--- src/rtl/result_serializer_if.sv ---
// result_serializer_if: set input and beat stream handshake between the core, serializer and writeback path.
interface result_serializer_if #(
  parameter int DATA_WIDTH  = 4,
  parameter int DATA_OF_SET = 36,
  parameter int LANES       = 4
);
  logic                                   din_valid;
  logic [DATA_OF_SET-1:0][DATA_WIDTH-1:0] din;
  logic [LANES-1:0][DATA_WIDTH-1:0]       dout;
  logic                                   dout_valid;
  logic                                   dout_ready;
  logic                                   dout_last;
  modport master (output din_valid, din, dout_ready, input dout, dout_valid, dout_last);
  modport slave  (input din_valid, din, dout_ready, output dout, dout_valid, dout_last);
endinterface

--- src/rtl/result_serializer.sv ---
// result_serializer: buffers whole result sets in a small FIFO and streams them out LANES elements per beat.
module result_serializer #(
  parameter int DATA_WIDTH  = 4,
  parameter int DATA_OF_SET = 36,
  parameter int LANES       = 4,
  parameter int DEPTH       = 2
) (
  input  logic                         clk,
  input  logic                         rst,
  result_serializer_if.slave           bus,
  output logic [$clog2(DEPTH+1)-1:0]   level,
  output logic                         overflow
);
  localparam int BEATS = DATA_OF_SET / LANES;
  localparam int AW = $clog2(DEPTH);
  localparam int BW = $clog2(BEATS + 1);
  localparam int LW = $clog2(DEPTH + 1);
  localparam logic [BW-1:0] LAST_BEAT = BW'(BEATS - 1);
  localparam logic [LW-1:0] FULL = LW'(DEPTH);

  typedef logic [DATA_OF_SET-1:0][DATA_WIDTH-1:0] set_t;

  set_t          mem_q [DEPTH];
  set_t          head;
  logic [AW-1:0] wr_q, wr_d, rd_q, rd_d;
  logic [BW-1:0] beat_q, beat_d;
  logic [LW-1:0] level_q, level_d;
  logic          ovf_q, ovf_d;
  logic          valid, hs, pop, acc;

  // A full FIFO still accepts when its head set finishes draining this cycle.
  always_comb begin
    valid   = level_q != '0;
    hs      = valid && bus.dout_ready;
    pop     = hs && beat_q == LAST_BEAT;
    acc     = bus.din_valid && (level_q < FULL || pop);
    wr_d    = acc ? wr_q + 1'b1 : wr_q;
    rd_d    = pop ? rd_q + 1'b1 : rd_q;
    beat_d  = pop ? '0 : hs ? beat_q + 1'b1 : beat_q;
    level_d = (acc && !pop) ? level_q + 1'b1 : (pop && !acc) ? level_q - 1'b1 : level_q;
    ovf_d   = ovf_q || (bus.din_valid && !acc);
  end

  always_ff @(posedge clk) begin
    if (!rst) begin
      wr_q    <= '0;
      rd_q    <= '0;
      beat_q  <= '0;
      level_q <= '0;
      ovf_q   <= 1'b0;
    end else begin
      wr_q    <= wr_d;
      rd_q    <= rd_d;
      beat_q  <= beat_d;
      level_q <= level_d;
      ovf_q   <= ovf_d;
    end
  end

  always_ff @(posedge clk) begin
    if (acc) mem_q[wr_q] <= bus.din;
  end

  assign head           = mem_q[rd_q];
  assign bus.dout       = valid ? head[int'(beat_q) * LANES +: LANES] : '0;
  assign bus.dout_valid = valid;
  assign bus.dout_last  = valid && beat_q == LAST_BEAT;
  assign level          = level_q;
  assign overflow       = ovf_q;
endmodule

--- src/flat_wrapper.sv ---
// flat-port wrapper written by rule: the top's interface ports become plain ports
module result_serializer_flat 
#(
  parameter int DATA_WIDTH  = 4,
  parameter int DATA_OF_SET = 36,
  parameter int LANES       = 4,
  parameter int DEPTH       = 2
)
  (clk, rst, level, overflow, bus_din_valid, bus_din, bus_dout_ready, bus_dout, bus_dout_valid, bus_dout_last);
  result_serializer_if #(.DATA_WIDTH(DATA_WIDTH), .DATA_OF_SET(DATA_OF_SET), .LANES(LANES)) bus_i ();
  input  logic clk;
  input  logic rst;
  output logic [$clog2(DEPTH+1)-1:0] level;
  output logic overflow;
  input wire logic [$bits(bus_i.din_valid)-1:0] bus_din_valid;
  input wire logic [$bits(bus_i.din)-1:0] bus_din;
  input wire logic [$bits(bus_i.dout_ready)-1:0] bus_dout_ready;
  output wire logic [$bits(bus_i.dout)-1:0] bus_dout;
  output wire logic [$bits(bus_i.dout_valid)-1:0] bus_dout_valid;
  output wire logic [$bits(bus_i.dout_last)-1:0] bus_dout_last;
  assign bus_i.din_valid = bus_din_valid;
  assign bus_i.din = bus_din;
  assign bus_i.dout_ready = bus_dout_ready;
  assign bus_dout = bus_i.dout;
  assign bus_dout_valid = bus_i.dout_valid;
  assign bus_dout_last = bus_i.dout_last;
  result_serializer #(.DATA_WIDTH(DATA_WIDTH), .DATA_OF_SET(DATA_OF_SET), .LANES(LANES), .DEPTH(DEPTH)) u_core (.clk(clk), .rst(rst), .bus(bus_i), .level(level), .overflow(overflow));
endmodule
--- config.mk ---
export PLATFORM = sky130hd
export DESIGN_NAME = result_serializer_flat
export DESIGN_NICKNAME = d
export VERILOG_FILES = /design/src/rtl/result_serializer_if.sv /design/src/rtl/result_serializer.sv /design/src/flat_wrapper.sv
export SDC_FILE = /design/constraint.sdc
export NUM_CORES = 1
export LEC_CHECK = 0
export CORE_MARGIN = 2
export CORE_UTILIZATION = 40
export CTS_BUF_LIST = sky130_fd_sc_hd__clkbuf_4
export CTS_CLUSTER_SIZE = 14
export DETAILED_ROUTE_END_ITERATION = 10
export DONT_BUFFER_PORTS = 1
export HOLD_SLACK_MARGIN = 0.15
export RECOVER_POWER = 25
export SYNTH_ARGS = -nofsm -noshare
export SYNTH_HDL_FRONTEND = slang
export SYNTH_SLANG_ARGS = --single-unit
--- constraint.sdc ---
create_clock -name clk -period 20.7 [get_ports clk]
set_clock_uncertainty 0.05 [all_clocks]
set_input_delay 1.035 -clock clk [delete_from_list [all_inputs] [get_ports clk]]
set_output_delay 1.035 -clock clk [all_outputs]
set_load 0.005 [all_outputs]
==> reports/qor.yml <==
floorplan:
  fp-row-count: 62
  fp.dieW_um: 174
  initial_core_util: 0.403
  die_h_um: 174
  core_um2: 28500
  ios: 169
  die_area_um2: 30100
global_routing:
  grt_overflow_total: 0
  grt_pass1_wl_um: 33900
  grt_usage: 0.153
  grt_max_degree: 85
  antenna_found_initial: 1
  grt_pass1_vias: 5780
logic_synthesis:
  ys_warn_count: 0
  synth_top_cell_by_area: "edfxtp_1"
  synthTopCellsByArea: "edfxtp_1 75%, mux4_2 8.0%, mux4_1 5.3%, mux2_2 3.1%, dfxtp_1 1.7%"
  avgSynthCellArea_um2: 21.8
  synth_nets: 678
  yosysSeqAreaShare: 0.769
  ys_ff_latch: 298
  synthCells: 527
  netlist_area_um2: 11500
  ys_types: 34
  synth_top_area_share: 0.752
timing:
  fmax_ghz: 0.191
  finalSetupViolations: 0
  final_hold_viol_count: 0
  relSlewSlack: 0.224
  rsz0062_at_grt: "false"
  final.min_clock_period_ns: 5.23
  worst_pin_slew_ns: 1.16
  setup_tns_ns: 0
  drv_slew: 0
  hold_ws_ns: 0.418
  fin_crit_sh: 0.253
placement:
  port_buffers: 0
  dp_hpwl_um: 14600
  gp_congestion: 0.800
  placedInstanceArea_um2: 11900
clocking:
  post_cts_buffers: 0
  clock_sinks: 298
  clk_pin_slew_worst_paths_ns: 0.07
  htree_levels: 3
  cts_buffer_depth: 3
  clk_latency_ns: 0.65
  ctsRootBufferMaster: "clkbuf_4"
  postCtsResizedCells: 0
  cts_tree: "built"
  cts_buffers: 78
  ctsHoldBuffers: 0
setup_path:
  worst-path-max-fanout: 84
  cpMostUsedCell: "buf_4"
  cp-start-kind: "register"
  timing.critical_path.to_type: "register"
  path_class: "reg2reg"
  critical_path_buf_inv_count: 3
  reg2reg_to: "u_core.mem_q[0][10]"
  cp_slowest_cell: "buf_4"
  rrSetupSlack_ns: 15.47
  cp_cell_sequence: "inv_2 > ha_1 > nand4_1 > a21boi_0 > nor2b_4 > buf_4 > buf_4"
  crit_arrival_ns: 5.43
  r2r_start: "u_core.beat_q[0]"
  crit_family: "buffers and inverters"
  r2r_cells: 7
  cp_slowest_stage_delay_ns: 0.90
  cp.required_ns: 20.91
cells_and_area:
  final_common_cell: "edfxtp_1"
  area_growth_pct: 11.9
  stdcell_area_um2: 12900
  utilization: 0.451
  drive_gt1_frac: 0.324
  layout_common_cells: "288 x edfxtp_1, 114 x clkbuf_4, 41 x mux4_2, 32 x mux2_2, 23 x mux4_1"
  layout.nets: 739
pwr:
  p_per_area_nw_per_um2: 103
  power_mw: 1.33
  leakage_nw: 4.11
  ir_drop_uv: 56.9
outcome:
  status: "complete, no violations"
drt:
  drt_wl_total_um: 22700
  drt-initial-drc-count: 325
  viasPerCell: 5.09
  drc: 0
  routedWlPerCell_um: 22.2
  antenna_left: 0
  dr_total_vias: 5213
  dr.pass1.iters: 4
run:
  maxCapViolCount: 0
min_path:
  min_delay_worst_endpoint: "u_core.mem_q[1][12]"
  hold_path_depth: 0
  worstHoldStart: "bus_din[12]"
  holdCritPathClass: "in2reg"
[state kept, by name, indices dropped and copies added (netlist names), named ones only]
signal,cells
u_core.mem_q,288
u_core.beat_q,4
u_core.level,2
u_core.overflow,1
u_core.rd_q,1
u_core.wr_q,1
[routing by layer]
layer,part of all wire,vias up,wire (um),global-route usage
met2,0.49,164,11100,0.241
met5,0,-,0,0
met3,0.10,41,2300,0.0829
met4,0.025,0,563,0.0641
met1,0.39,2627,8750,0.174
li1,-,2381,-,-
[cell usage after synthesis, drive strengths merged]
| library cell | n |
|---|---|
| xnor2 | 3 |
| nand4 | 1 |
| o21ai | 33 |
| a21oi | 1 |
| mux4 | 64 |
| nor3b | 1 |
| and3 | 1 |
| a22oi | 16 |
| ha | 3 |
| nand3 | 1 |
| a31oi | 1 |
| mux2i | 1 |
| and4 | 1 |
| dfxtp | 10 |
| a21boi | 2 |
| buf | 12 |
| xor2 | 3 |
| o21ba | 1 |
| nand2 | 3 |
| or3 | 1 |
| clkbuf | 13 |
| edfxtp | 288 |
| nor2b | 2 |
| nor2 | 22 |
| mux2 | 32 |
| nand2b | 1 |
| o21a | 1 |
| inv | 3 |
| and2 | 5 |
| nor3 | 1 |
[power breakdown]
| part | internal [mW] | leakage (nW) | switching [mW] |
|---|---|---|---|
| registers | 0.726 | 2.77 | 0.0176 |
| clock network | 0.263 | 0.572 | 0.219 |
| logic | 0.0400 | 0.770 | 0.0635 |
| total | 1.03 | 4.11 | 0.301 |
[layout make-up]
type                       count  area (um2)
fill                        2487       15700
sequential                   298        8860
multi-input combinational    201        2530
clock buffer                 114         856
tap                          384         480
clock inverter                17        96.3
timing repair buffer           6        45.0
inverter                       3        11.3
antenna                        1        2.50
[how the worst max path moves through the flow]
stage / start / to / slack [ns] / depth (start not counted)
2_1_floorplan: u_core.beat_q[0] / u_core.mem_q[0][0] / 11.84 / 7
3_3_place_gp: u_core.beat_q[0] / u_core.mem_q[0][45] / 15.59 / 7
3_5_place_dp: u_core.beat_q[0] / u_core.mem_q[0][78] / 15.36 / 7
4_1_cts: u_core.beat_q[0] / u_core.mem_q[0][44] / 15.35 / 7
5_1_grt: u_core.beat_q[0] / u_core.mem_q[0][74] / 14.95 / 7
6_report: u_core.beat_q[0] / u_core.mem_q[0][10] / 15.47 / 7
[through the flow]
step                worst slack, ns  instances
floorplan                     11.84        527
global placement              15.59        892
detailed placement            15.36        892
CTS                           15.35       1023
global route                  14.95       1024
finish                        15.47       1024
[cell families (layout without fill, tap and decap cells)]
logic type	after synthesis	in the layout	share of synthesized area
muxes	97	97	0.165
AOI/OAI and AO/OA	55	55	0.0286
xor gates and xnor gates	6	6	0.00457
other	0	1	0
buffers and inverters	28	140	0.0133
DFF	298	298	0.769
adders and majority gates	3	3	0.00326
and+or+nand+nor	40	40	0.0164
Power figures use the tool's default switching activity.
